<file path="config.mk">
export PLATFORM = sky130hd
export DESIGN_NAME = lstm_gate_sched
export DESIGN_NICKNAME = d
export VERILOG_FILES = /design/src/rtl/lstm_gate_sched.sv
export SDC_FILE = /design/constraint.sdc
export NUM_CORES = 2
export LEC_CHECK = 0
export BUFFER_PORTS_ARGS = -buffer_cell sky130_fd_sc_hd__clkbuf_2
export CAP_MARGIN = 5
export CORE_AREA = 2 2 565 567
export DETAILED_ROUTE_END_ITERATION = 10
export DIE_AREA = 0 0 567 569
export PLACE_DENSITY_LB_ADDON = 0.3
export SETUP_SLACK_MARGIN = 0.15
export SYNTH_ARGS = -nofsm -noshare
export SYNTH_HDL_FRONTEND = slang
export SYNTH_SLANG_ARGS = --single-unit
</file>
<file path="constraint.sdc">
create_clock -name clock -period 3.9 [get_ports clock]
set_input_delay 0.39 -clock clock [delete_from_list [all_inputs] [get_ports clock]]
set_output_delay 0.39 -clock clock [all_outputs]
set_load 0.005 [all_outputs]
</file>
<file path="src/rtl/lstm_gate_sched.sv">
// lstm_gate_sched: issues the i/f/g/o gates of each timestep on one shared gate datapath, captures each result, then starts the element-wise update and reloads h
module lstm_gate_sched #(
  parameter int HIDDEN_SZ = 16,
  parameter int QN = 6,
  parameter int QM = 11,
  parameter int BITWIDTH = QN + QM + 1,
  parameter int LAYER_BITWIDTH = BITWIDTH * HIDDEN_SZ,
  parameter int STEP_BITWIDTH = 8,
  parameter int TIMEOUT = 1024
) (
  input  logic                      clock,
  input  logic                      reset,
  input  logic                      start,
  input  logic [STEP_BITWIDTH-1:0]  seqLen,
  input  logic                      xValid,
  output logic                      xReady,
  output logic                      gateStart,
  output logic [1:0]                gateSel,
  input  logic                      gateDone,
  input  logic [LAYER_BITWIDTH-1:0] gateOutput,
  output logic [LAYER_BITWIDTH-1:0] gateVec_i,
  output logic [LAYER_BITWIDTH-1:0] gateVec_f,
  output logic [LAYER_BITWIDTH-1:0] gateVec_g,
  output logic [LAYER_BITWIDTH-1:0] gateVec_o,
  output logic                      ewStart,
  input  logic                      ewDone,
  output logic                      hLoad,
  output logic [STEP_BITWIDTH-1:0]  stepCount,
  output logic                      busy,
  output logic                      done,
  output logic                      timeoutErr
);
  localparam int CW = $clog2(TIMEOUT);
  localparam logic [CW-1:0] LIM = CW'(TIMEOUT - 2);
  typedef enum logic [2:0] {IDLE, WAIT_X, ISSUE, WAIT_GATE, EW_ISSUE, WAIT_EW, STEP_END, DONE} state_t;
  state_t state;
  logic [1:0] gate_idx;
  logic [STEP_BITWIDTH-1:0] seq_len;
  logic [CW-1:0] wait_cnt;
  logic expired;
  logic [STEP_BITWIDTH-1:0] next_step;
  assign expired = wait_cnt == LIM;
  assign next_step = stepCount + STEP_BITWIDTH'(1);
  assign xReady = state == WAIT_X;
  assign gateStart = state == ISSUE;
  assign ewStart = state == EW_ISSUE;
  assign hLoad = state == STEP_END;
  assign done = state == DONE;
  assign busy = state != IDLE;
  assign gateSel = gate_idx;
  always_ff @(posedge clock) begin
    if (reset) begin
      state <= IDLE;
      gate_idx <= '0;
      seq_len <= '0;
      wait_cnt <= '0;
      stepCount <= '0;
      timeoutErr <= 1'b0;
      gateVec_i <= '0;
      gateVec_f <= '0;
      gateVec_g <= '0;
      gateVec_o <= '0;
    end else begin
      case (state)
        IDLE: if (start) begin
          timeoutErr <= 1'b0;
          stepCount <= '0;
          seq_len <= seqLen;
          state <= seqLen == '0 ? DONE : WAIT_X;
        end
        WAIT_X: if (xValid) begin
          gate_idx <= '0;
          state <= ISSUE;
        end
        ISSUE: begin
          wait_cnt <= '0;
          state <= WAIT_GATE;
        end
        WAIT_GATE: if (gateDone) begin
          if (gate_idx == 2'd0) gateVec_i <= gateOutput;
          if (gate_idx == 2'd1) gateVec_f <= gateOutput;
          if (gate_idx == 2'd2) gateVec_g <= gateOutput;
          if (gate_idx == 2'd3) gateVec_o <= gateOutput;
          if (gate_idx == 2'd3) state <= EW_ISSUE;
          else begin
            gate_idx <= gate_idx + 2'd1;
            state <= ISSUE;
          end
        end else if (expired) begin
          timeoutErr <= 1'b1;
          state <= IDLE;
        end else wait_cnt <= wait_cnt + CW'(1);
        EW_ISSUE: begin
          wait_cnt <= '0;
          state <= WAIT_EW;
        end
        WAIT_EW: if (ewDone) state <= STEP_END;
        else if (expired) begin
          timeoutErr <= 1'b1;
          state <= IDLE;
        end else wait_cnt <= wait_cnt + CW'(1);
        STEP_END: begin
          stepCount <= next_step;
          state <= next_step == seq_len ? DONE : WAIT_X;
        end
        DONE: state <= IDLE;
        default: state <= IDLE;
      endcase
    end
  end
endmodule

</file>
==> summary.md <==
| Metric | Value |
|---|---|
| Critical Path End Type | flip-flop |
| Initial Utilization | about 13% |
| Main combinational cell family by area after synthesis | simple AND/OR/NAND/NOR gates |
| Register area share after synthesis | 57.6% |
| P_leak | 23.5 nW |
| Vias | 42900 |
| Share of cells above drive strength 1 | 26.8% |
| Post-synth EDFFs | 0 |
| Final period utilization | 77.7% |
| Pwr Density | 465 nW/µm² |
| Post-synth top area cell | dfxtp_1 |
| Final net count | 7259 |
| # rows | ~210 |
| FMAX | 330 MHz |
| Antenna Nets Post-Route | 0 |
| H-tree Lvls | 4 |
| Post-synthesis compound-gate area fraction | ~15% |
| Placeable core region | 317000 µm² |
| Total Power | 28.7 mW |
| CP required | roughly 4.6 ns |
| Clk pwr share | roughly half |
| XOR/XNOR Fraction of Synth Area | 0.319% |
| Worst Setup Start Kind | flip-flop |
| Main synth FF type | dfxtp_1 |
| Final worst setup slack | 0.872 ns |
| WHS Path Cells | 3 |
| Synth cell types | 52 |
| Relative slew slack | 41.6% |
| Most used cell, CP | buf_12 |
| GR Overflow Total | 0 |
| Switching share of power | 26.3% |
| Die Ht | 569 µm |
| Final core occ | 19.5% |
| RSZ-0062 raised after global routing | false |
| Die area | approximately 320000 µm² |
| Area Growth Syn to Fin | 49.8% |
| Count of pins over their slew limit | 0 |
| Synth Warn # | 0 |
| Antenna violations before repair | 44 |
| Final wirelength | 249000 µm |
| Comb power frac | 7.7% |
| Post-DP HPWL | roughly 190000 µm |
| Synthesized instance count | about 5300 |
| Asr flop ratio synth | 0% |
| Total Routing Usage GR | 14.6% |
| DP Worst Slack | 0.895 ns |
| Pint | 21.1 mW |
| Number of synthesized register bits | between 1000 and 1500 |
| Non-Filler Instances | 11200 |
| Largest net degree at the start of global routing | approximately 130 |
| Total CTS buffers | 151 |
| Worst reg-to-reg path cell count | 6 |
| Top cell type's share of synthesized area | between 50% and 60% |
| Post-Synth Adder-Cell Area | 0.304% |
| Initial drt markers | 3310 |
| Clk_skew | 0.0499 ns |
| Worst EP arrival | about 3.7 ns |
| Sw power | 7.53 mW |
| Placed cells | between 10000 and 15000 |
| Worst path slowest cell | and4b_1 |
| CTS Sinks | 1184 |
| Drt drc | 0 |
| Clock Path Buffers | 4 |
| Simple-gate share of the synthesized area | 22.6% |
| Critical path type | reg -> reg |
| Vias per cell | 3.82 |
| Final hold vios | 0 |
| Post-route minimum period | 3.03 ns |
| WL per Instance | 22.1 µm |
| Die Span X | 567 µm |
| Max-cap violation count | 0 |
| VDD IR max | 0.000322 V |
| Status | completed |
| CTS tree | yes |
| Synth Cell Area | 41200 µm² |
| Actual slew at the worst max-slew pin | approximately 0.88 ns |
| Crit path max fanout | 51 |
| Mapped Nets | between 5000 and 6000 |
| Vias in the first global route | 40700 |
| First-pass GRT wire length | 336000 µm |
| R2r setup slk | 0.87 ns |
| Setup repair bufs after CTS | 0 |
| Clock slew at reported path FFs | 0.06 ns |
| Largest stage delay on the critical path | 0.78 ns |
| IO buf count | 1470 |
| Synthesized area per cell | 7.83 µm² |
| Fin Setup TNS | 0 ns |
| Routability cong. | 0.860 |
| Sequential Power Share | 43.1% |
| 1st-pass router iterations | 5 |
| Root buffer cell | clkbuf_16 |
| Top post-synthesis cells by area | dfxtp_1 58%, nand2_1 21%, a21oi_1 14% |
| Clock Latency Late Sink | 0.82 ns |
| Multiplexer share of the synthesized area | less than 1% |
| Crit-path cells | and4b_1 > and2_4 > buf_12 > buf_12 > nand2_1 > a21oi_1 |
| Setup-failing EPs final | 0 |
| Hold Crit Class | in -> reg |
| I/O pin total | 1471 |
==> power by group through the flow <==
| stage | clock [mW] | combinational, mW | sequential, mW |
|---|---|---|---|
| 6_report | 14.1 | 2.21 | 12.4 |
| 5_1_grt | 15.0 | 2.35 | 12.4 |
| 4_1_cts | 14.5 | 2.22 | 12.4 |
| 3_5_place_dp | 0 | 1.96 | 12.6 |
| 3_3_place_gp | 0 | 1.98 | 12.6 |
| 2_1_floorplan | 0 | 0.761 | 12.6 |
==> cell usage after synthesis (all sizes together) (5+ instances only) <==
cell type	instances
dfxtp	1184
nor2	23
nand3	11
ha	10
o21ai	14
a21oi	1181
nor4	6
buf	172
nor3	8
inv	10
clkbuf	222
xor2	5
nand4	6
nand2	2339
xnor2	10
==> cell families (layout without fill, tap and decap cells) <==
kind of cell,Yosys count,after routing
mux,2,2
xor+xnor,15,15
simple gates,2425,2425
other cells,0,15
compound gates,1216,1216
fa+ha+maj,10,10
flops,1184,1184
buf+inv,404,2202
==> flip-flops by register name, indices dropped and copies added, names as in the netlist <==
signal      count
wait_cnt       10
stepCount       8
state           3
gateVec_g     288
gateVec_i     288
gateSel         2
seq_len         8
timeoutErr      1
gateVec_o     288
gateVec_f     288
==> final timing paths <==
check / from / endpoint
hold reg to reg: gateVec_o[209] / gateVec_o[209]
setup reg to reg: state[0] / gateVec_i[161]
setup / recovery: state[0] / gateVec_i[161]
hold / removal: gateOutput[259] / gateVec_f[259]
==> cell usage in the layout, fill, tap and decap left out, types with 3 or more instances in the layout <==
master and n:
nor3_1 8, xnor2_1 10, diode_2 15, ha_1 10, dfxtp_1 1184, or4_1 4, xor2_1 5, bufinv_16 6
a21oi_1 1181, inv_16 3, clkbuf_16 152, clkinv_2 13, a21o_1 3, buf_4 144, clkinvlp_4 7, clkbuf_1 36
nor2_1 23, and3_1 4, nor4_1 5, and4_1 3, inv_1 9, nand2_8 4, nand2b_1 3, o21ai_0 13
nand4_1 6, clkbuf_2 1469, buf_12 36, nand2_1 2335, or3_1 4, clkbuf_8 30, clkinv_4 4, nand3_1 10
inv_6 6, and2_4 4, dlygate4sd3_1 282
==> final cells by class <==
cell class                      instances  area [µm²]
Timing Repair Buffer                 1932       12000
Clock buffer                          218        4350
Inverter                               10        37.5
Clock inverter                         42         508
Multi-Input combinational cell       3668       15800
Fill cell                           36000      255000
Sequential cell                      1184       23700
Antenna cell                           15        37.5
Tap cell                             4180        5230
==> worst max-delay path: cells and delay by family (launching register included) <==
kind | cells | cell delay [ns]
simple gates | 3 | 1.34
compound gates | 1 | 0.13
buf+inv | 2 | 0.53
flops | 1 | 0.72
==> timing repair <==
action | 4_1_cts | 5_1_grt
endpoints found under the hold margin | 1044 | 0
hold buffers | 282 | 0
gates resized for setup | 0 | 0
==> metrics by stage <==
stage          area (µm²)  hold WS [ns]
2_1_floorplan       41200         0.448
3_5_place_dp        53900         0.445
5_1_grt             61600        0.0301
6_report            61700        0.0498
3_3_place_gp        53900         0.442
4_1_cts             61600      0.000683
==> routing by layer <==
layer	vias up	part of all wire (%)	GRT usage (%)
li1	20400	-	-
met1	20500	42	18.3
met2	1769	44	22.8
met3	275	10	5.68
met4	0	3.3	4.80
met5	-	0	0
Power figures use the tool's default switching activity.
